<file path="config.mk">
export PLATFORM = sky130hd
export DESIGN_NAME = modexp_engine
export DESIGN_NICKNAME = d
export VERILOG_FILES = /design/src/rtl/modexp_engine.sv
export SDC_FILE = /design/constraint.sdc
export NUM_CORES = 2
export LEC_CHECK = 0
export CORE_ASPECT_RATIO = 0.9
export CORE_MARGIN = 4
export CORE_UTILIZATION = 30
export CTS_CLUSTER_SIZE = 25
export DETAILED_ROUTE_END_ITERATION = 7
export GPL_ROUTABILITY_DRIVEN = 0
export PLACE_DENSITY = 0.49
export SYNTH_ARGS = -nofsm -noshare
export SYNTH_HDL_FRONTEND = slang
export SYNTH_SLANG_ARGS = --single-unit
</file>
<file path="constraint.sdc">
create_clock -name CLK -period 13.6 [get_ports CLK]
set_clock_uncertainty 0.2 [all_clocks]
set_input_delay 2.04 -clock CLK [delete_from_list [all_inputs] [get_ports CLK]]
set_output_delay 2.04 -clock CLK [all_outputs]
set_load 0.005 [all_outputs]
</file>
<file path="src/rtl/modexp_engine.sv">
// ============================================================================
// modexp_engine : r = m^e mod n, right-to-left square-and-multiply built on
// two bit-serial interleaved modular multipliers. Option: MODEXP_EARLY_EXIT_EN
// Revision: 1.0
// ============================================================================
`default_nettype none

module modexp_engine #(
    parameter int BITS = 64
) (
    input  logic            CLK,
    input  logic            RESET,
    input  logic            START,
    input  logic [BITS-1:0] m,
    input  logic [BITS-1:0] e,
    input  logic [BITS-1:0] n,
    output logic [BITS-1:0] r,
    output logic            done,
    output logic            busy
);

    localparam int              c_CW   = $clog2(BITS + 1);
    localparam logic [c_CW-1:0] c_LAST = c_CW'(BITS - 1);

    typedef enum logic [2:0] {
        S_IDLE   = 3'd0,
        S_REDUCE = 3'd1,
        S_MUL    = 3'd2,
        S_UPDATE = 3'd3,
        S_FIN    = 3'd4
    } state_t;

    state_t            r_state;
    logic [BITS-1:0]   r_n;
    logic [BITS-1:0]   r_e;
    logic [BITS-1:0]   r_base;
    logic [BITS-1:0]   r_acc;
    logic [BITS-1:0]   r_p1;
    logic [BITS-1:0]   r_p2;
    logic [BITS-1:0]   r_sa1;
    logic [BITS-1:0]   r_sa2;
    logic [c_CW-1:0]   r_bitcnt;
    logic [c_CW-1:0]   r_itcnt;

    logic [BITS-1:0]   w_one_n;
    logic [BITS-1:0]   w_one_in;
    logic [BITS-1:0]   w_b1;
    logic [BITS-1:0]   w_p1_nx;
    logic [BITS-1:0]   w_p2_nx;
    logic [BITS-1:0]   w_acc_upd;
    logic [BITS-1:0]   w_e_shr;
    logic              w_exit_update;
    logic              w_exit_reduce;

    // One interleaved step. P<N always holds, so P is kept in BITS bits while
    // the doubled / added intermediate needs BITS+1.
    function automatic logic [BITS-1:0] f_step(
        input logic [BITS-1:0] p,
        input logic            a_bit,
        input logic [BITS-1:0] b,
        input logic [BITS-1:0] nn
    );
        logic [BITS:0] t;
        logic [BITS:0] nw;
        nw = {1'b0, nn};
        t  = {p, 1'b0};
        if (t >= nw) t = t - nw;
        if (a_bit) begin
            t = t + {1'b0, b};
            if (t >= nw) t = t - nw;
        end
        return t[BITS-1:0];
    endfunction

    assign w_one_n   = (r_n == BITS'(1)) ? '0 : BITS'(1);
    assign w_one_in  = (n == BITS'(1)) ? '0 : BITS'(1);
    assign w_b1      = (r_state == S_REDUCE) ? w_one_n : r_base;
    assign w_p1_nx   = f_step(r_p1, r_sa1[BITS-1], w_b1, r_n);
    assign w_p2_nx   = f_step(r_p2, r_sa2[BITS-1], r_base, r_n);
    assign w_acc_upd = r_e[0] ? r_p1 : r_acc;
    assign w_e_shr   = r_e >> 1;

`ifdef MODEXP_EARLY_EXIT_EN
    assign w_exit_update = (r_itcnt == c_LAST) || (w_e_shr == '0);
    assign w_exit_reduce = (r_e == '0);
`else
    assign w_exit_update = (r_itcnt == c_LAST);
    assign w_exit_reduce = 1'b0;
`endif

    always_ff @(posedge CLK) begin
        if (RESET) begin
            r_state  <= S_IDLE;
            r_n      <= '0;
            r_e      <= '0;
            r_base   <= '0;
            r_acc    <= '0;
            r_p1     <= '0;
            r_p2     <= '0;
            r_sa1    <= '0;
            r_sa2    <= '0;
            r_bitcnt <= '0;
            r_itcnt  <= '0;
            r        <= '0;
            done     <= 1'b0;
            busy     <= 1'b0;
        end else begin
            case (r_state)
                S_IDLE: begin
                    if (START) begin
                        r_n      <= n;
                        r_e      <= e;
                        r_sa1    <= m;
                        r_p1     <= '0;
                        r_p2     <= '0;
                        r_bitcnt <= '0;
                        r_itcnt  <= '0;
                        done     <= 1'b0;
                        busy     <= 1'b1;
                        if (n == '0) begin
                            r_acc   <= '0;
                            r_state <= S_FIN;
                        end else begin
                            r_acc   <= w_one_in;
                            r_state <= S_REDUCE;
                        end
                    end
                end
                S_REDUCE: begin
                    r_p1     <= w_p1_nx;
                    r_sa1    <= r_sa1 << 1;
                    r_bitcnt <= r_bitcnt + 1'b1;
                    if (r_bitcnt == c_LAST) begin
                        // base = M mod N; preload both multiplier scan registers
                        r_base   <= w_p1_nx;
                        r_p1     <= '0;
                        r_bitcnt <= '0;
                        r_sa1    <= r_acc;
                        r_sa2    <= w_p1_nx;
                        r_state  <= w_exit_reduce ? S_FIN : S_MUL;
                    end
                end
                S_MUL: begin
                    r_p1     <= w_p1_nx;
                    r_p2     <= w_p2_nx;
                    r_sa1    <= r_sa1 << 1;
                    r_sa2    <= r_sa2 << 1;
                    r_bitcnt <= r_bitcnt + 1'b1;
                    if (r_bitcnt == c_LAST) begin
                        r_bitcnt <= '0;
                        r_state  <= S_UPDATE;
                    end
                end
                S_UPDATE: begin
                    r_acc   <= w_acc_upd;
                    r_base  <= r_p2;
                    r_sa1   <= w_acc_upd;
                    r_sa2   <= r_p2;
                    r_p1    <= '0;
                    r_p2    <= '0;
                    r_e     <= w_e_shr;
                    r_itcnt <= r_itcnt + 1'b1;
                    r_state <= w_exit_update ? S_FIN : S_MUL;
                end
                S_FIN: begin
                    r       <= r_acc;
                    done    <= 1'b1;
                    busy    <= 1'b0;
                    r_state <= S_IDLE;
                end
                default: begin
                    r_state <= S_IDLE;
                    busy    <= 1'b0;
                end
            endcase
        end
    end

endmodule

`default_nettype wire

</file>
==> results.md <==
Routing:
- In the routed design, unresolved DRC markers number 0.
- The per-cell via count in the routed design is slightly below 6.
- The detail route stage leaves a number of antenna-violating nets equal to 0.
- For this block, the routed nets add up to 229100 µm of wire.
- The first detailed-routing pass ran for 8 iterations.
- The average routed wire per standard cell is roughly 25 µm.
- The total via count in the routed design is 54.27k.
- In this run, the number of DRC markers left after iteration 0 of detailed routing was between 6k and 7k.

Placed design:
- The HPWL after detailed placement is 179600 µm.
- Buffers placed on the I/O ports in this run total 260.

Setup path:
- The cell occurring most often along the worst timing path is sky130_fd_sc_hd__a21oi_1.
- The category of the worst setup path launch point is a register.
- STA classifies the critical path endpoint as a register.
- Data arrives at the worst endpoint at between 10000 and 15000 ps.
- By startpoint and endpoint, the worst setup path is classified as register to register.
- The required time of the worst setup path is between 10000 and 15000 ps.
- The critical path depth in cells is 34.
- Across all register-to-register paths, the minimum setup slack is between 900 and 1000 ps.
- The cell family contributing the most delay on the critical path is compound AO/OA/AOI/OAI gates.
- The largest fanout of any net on the critical path is ~110.
- The path depth of the worst reg2reg path is 34.
- For this design, the slowest cell found on the critical path is sky130_fd_sc_hd__o41ai_1.
- For this run, the slowest stage of the critical path takes between 900 and 1000 ps.
- The buffer and inverter count on the worst path is 3.

Finish:
- Relative to the synthesized area, the layout overhead comes to 13.43%.
- In the final layout, the share of cells above drive strength 1 is ~4.6%.
- After the last flow step, the layout net total stands at between 7k and 8k.

Run status:
- The run finished with clean final reports.

Clock tree:
- The H-tree was split into 3 levels.
- Clock latency on the worst-skew pair, taken at its later pin, is between 700 and 800 ps.
- The total CTS buffers is 77.
- After clock tree synthesis, the clock-pin slew on the worst setup and hold paths is around 60 ps.
- The buffer levels on the longest clock path is 3.
- After clock tree synthesis, the flow added hold-fix buffers numbering 0.
- Counting every sink on the clock net gives about 600.
- CTS placed an instance of sky130_fd_sc_hd__clkbuf_16 at the clock tree root.
- The TritonCTS clock tree is done.
- The number of buffers added for setup after CTS is 0.
- Post-CTS repair changed the size of 0 cells.

Synthesis:
- In this run the mean area of a mapped cell was between 7 and 8 µm².
- The synthesized netlist net count is roughly 7.5k.
- The mapped netlist covers between 50000 and 60000 µm².
- After synthesis the netlist holds a flip-flop and latch count of 595.
- In the synthesized netlist the async set-or-reset flop fraction comes to 0%.
- The synthesized netlist contains 97 unique library cells.
- The total of warnings raised by yosys is 0.
- Summing the sequential cell areas from Yosys gives approximately a quarter of the chip area.
- The commonest register cell after synthesis is sky130_fd_sc_hd__dfxtp_1.
- The number of instances in the synthesized netlist is slightly below 7k.
- The synthesized design contains 0 enable-type register cells.

STA:
- The actual slew at the worst max-slew pin is 1271 ps.
- The post-route clock period utilization is about 93%.
- The final sum of negative setup slack is 0 ps.
- The setup-violating endpoint count in the final report is 0.
- The tightest slew margin relative to the limit is between 10% and 20%.
- Timing would allow up to 79.11 MHz.
- Setup repair after global routing left no endpoint under its margin.
- Subtracting the final worst setup slack from the clock period gives between 10000 and 15000 ps.
- The final number of max-transition violations was 0.
- The final number of hold-violating endpoints came to 0.

Global route:
- The largest net degree at the start of global routing is ~190.
- The global-route wire length before repair is between 300000 and 400000 µm.
- The number of global-route vias before repair is 49.86k.
- Global routing consumed, over all layers together, 24.57% of the routing resources.
- Summed over all layers, the global routing overflow is 0.
- The number of antenna violations at the first check in global routing is 8.

Pwr:
- Combinational logic is responsible for between 70% and 80% of the overall power.
- The fraction of power spent switching nets is a little under three fifths.
- The worst-case IR drop observed on VDD is around 0.00043 V.
- The analysis attributes to net switching a power of about 9600 µW.
- The proportion of power drawn by the clock network is roughly an eighth.
- The leakage power figure is 0.02325 µW.
- Of the total power, registers draw approximately an eighth.
- In this run the power density over the cells is 294.6 nW/µm².
- The design draws about 17000 µW.
- The internal portion of total power is approximately 7400 µW.

Die:
- In this run the core area contains roughly 140 standard-cell rows.
- The core footprint is around 170000 µm².
- The die covers between 150000 and 200000 µm².
- The die outline width is 442.0 µm.
- The floorplan step set the die height to between 300 and 400 µm.
- The number of top-level pins is between 200 and 300.
- The initial standard-cell utilization of the core is a little under a third.

Job:
- Across the run, the number of max-cap violations was 0.

Min path:
- The class of the most critical hold timing path is register to register.
- Counting instances, the worst hold path has a depth of 2.
path summary, 6_finish.rpt:
kind           from       to
max          r_n[1]  r_p2[6]
min           r[57]    r[57]
max reg2reg  r_n[1]  r_p2[6]
min reg2reg   r[57]    r[57]
cell families after synthesis:
kind of cell             after synthesis  share of synthesized area [%]
AO/OA/AOI/OAI                       2606                          34.00
AND/OR/NAND/NOR                     2132                          19.67
buffers and inverters                701                          5.348
flip-flops                           595                          23.42
adder cells (fa/ha/maj)              392                          9.731
XOR/XNOR                             350                          6.026
multiplexers                          88                          1.805
power by group through the flow:
stage	clock network (µW)	registers [µW]	logic (µW)
6_report	2110	2100	12800
5_1_grt	2210	2120	13600
4_1_cts	2150	2090	12300
3_5_place_dp	0	2130	12200
3_3_place_gp	0	2130	12300
2_1_floorplan	0	2030	8790
per-layer routing:
layer	up-vias	GRT usage, %	share of wire (%)
met5	-	0	0.0092
met4	4	9.733	4.3
met3	352	4.467	9.2
met2	2592	36.25	41
met1	25900	35.13	45
li1	25420	-	-
cell usage in the layout (no fill, tap or decap), types with 68 or more instances in the layout:
cell type,n
sky130_fd_sc_hd__buf_4,73
sky130_fd_sc_hd__clkbuf_16,78
sky130_fd_sc_hd__nor2_1,452
sky130_fd_sc_hd__ha_1,386
sky130_fd_sc_hd__a221oi_1,88
sky130_fd_sc_hd__nand4_1,120
sky130_fd_sc_hd__o21bai_1,83
sky130_fd_sc_hd__nand2_1,807
sky130_fd_sc_hd__nand3_1,108
sky130_fd_sc_hd__a21oi_1,761
sky130_fd_sc_hd__o21ai_0,435
sky130_fd_sc_hd__dfxtp_1,593
sky130_fd_sc_hd__clkdlybuf4s50_1,259
sky130_fd_sc_hd__a21o_1,220
sky130_fd_sc_hd__nor3_1,133
sky130_fd_sc_hd__a22oi_1,239
sky130_fd_sc_hd__and2_1,117
sky130_fd_sc_hd__xnor2_1,220
sky130_fd_sc_hd__a211oi_1,86
sky130_fd_sc_hd__xor2_1,130
sky130_fd_sc_hd__a221o_1,78
sky130_fd_sc_hd__inv_1,211
sky130_fd_sc_hd__a31oi_1,68
sky130_fd_sc_hd__o21a_1,68
sequential cells by signal (all words and copies together), names as in the netlist:
signal,cells
r_n,64
r_e,64
r_base,64
r_p2,64
r_p1,64
r,64
done,1
r_bitcnt,7
r_sa2,64
busy,1
r_state,3
r_sa1,64
r_itcnt,7
r_acc,64
area by class of cell:
cell class                 instances  area [µm²]
clock buffer                     105        2163
clock inverter                    30       365.4
tap                             2247        2811
sequential                       595       11920
fill                           17960      111000
multi-input combinational       5568       36420
timing repair buffer             336        3201
inverter                         213       799.5
antenna                            7       17.52
tightest hold or removal path, cell delays in order (launching register included):
cell,delay [ps]
sky130_fd_sc_hd__dfxtp_1,310
sky130_fd_sc_hd__nand2_1,50
sky130_fd_sc_hd__a21oi_1,50
cell usage after synthesis (all sizes together) (30+ instances only):
library cell	number	area (µm²)
clkbuf	421	1582
o21ai	444	2226
and3	63	394.1
or3	35	224.0
o31ai	64	480.5
nand4	120	750.7
nor3	136	685.7
nor2b	56	350.3
a211oi	88	665.6
xnor2	220	1927
nand2	810	3048
a21o	220	1652
nor2	463	1740
o211ai	53	397.9
buf	67	339.1
and2	122	763.2
nand3	108	540.5
mux2i	58	580.6
o32ai	31	271.5
a221o	79	792.0
a22oi	239	1794
nand2b	52	325.3
o21bai	83	623.1
a31oi	69	437.9
ha	386	4830
inv	211	792.0
a21oi	761	3809
dfxtp	595	11910
nor4	71	444.2
o21a	68	510.5
mux2	30	337.8
a221oi	90	800.8
a32o	35	350.3
xor2	130	1139
metrics by stage:
step / setup slack [ps] / std cells / hold slack, ps / utilization [%] / cell area, µm²
CTS: 1008 / 9094 / 253.0 / 34.19 / 57680
finish: 958.6 / 9101 / 251.9 / 34.20 / 57700
detailed placement: 1081 / 8959 / 241.8 / 32.69 / 55150
floorplan: 4711 / 6864 / 217.3 / - / 50870
global placement: 342.6 / 8957 / 234.1 / 32.68 / 55130
global route: 540.2 / 9094 / 263.2 / 34.19 / 57680
No activity file was read; power rests on OpenSTA's default activity.
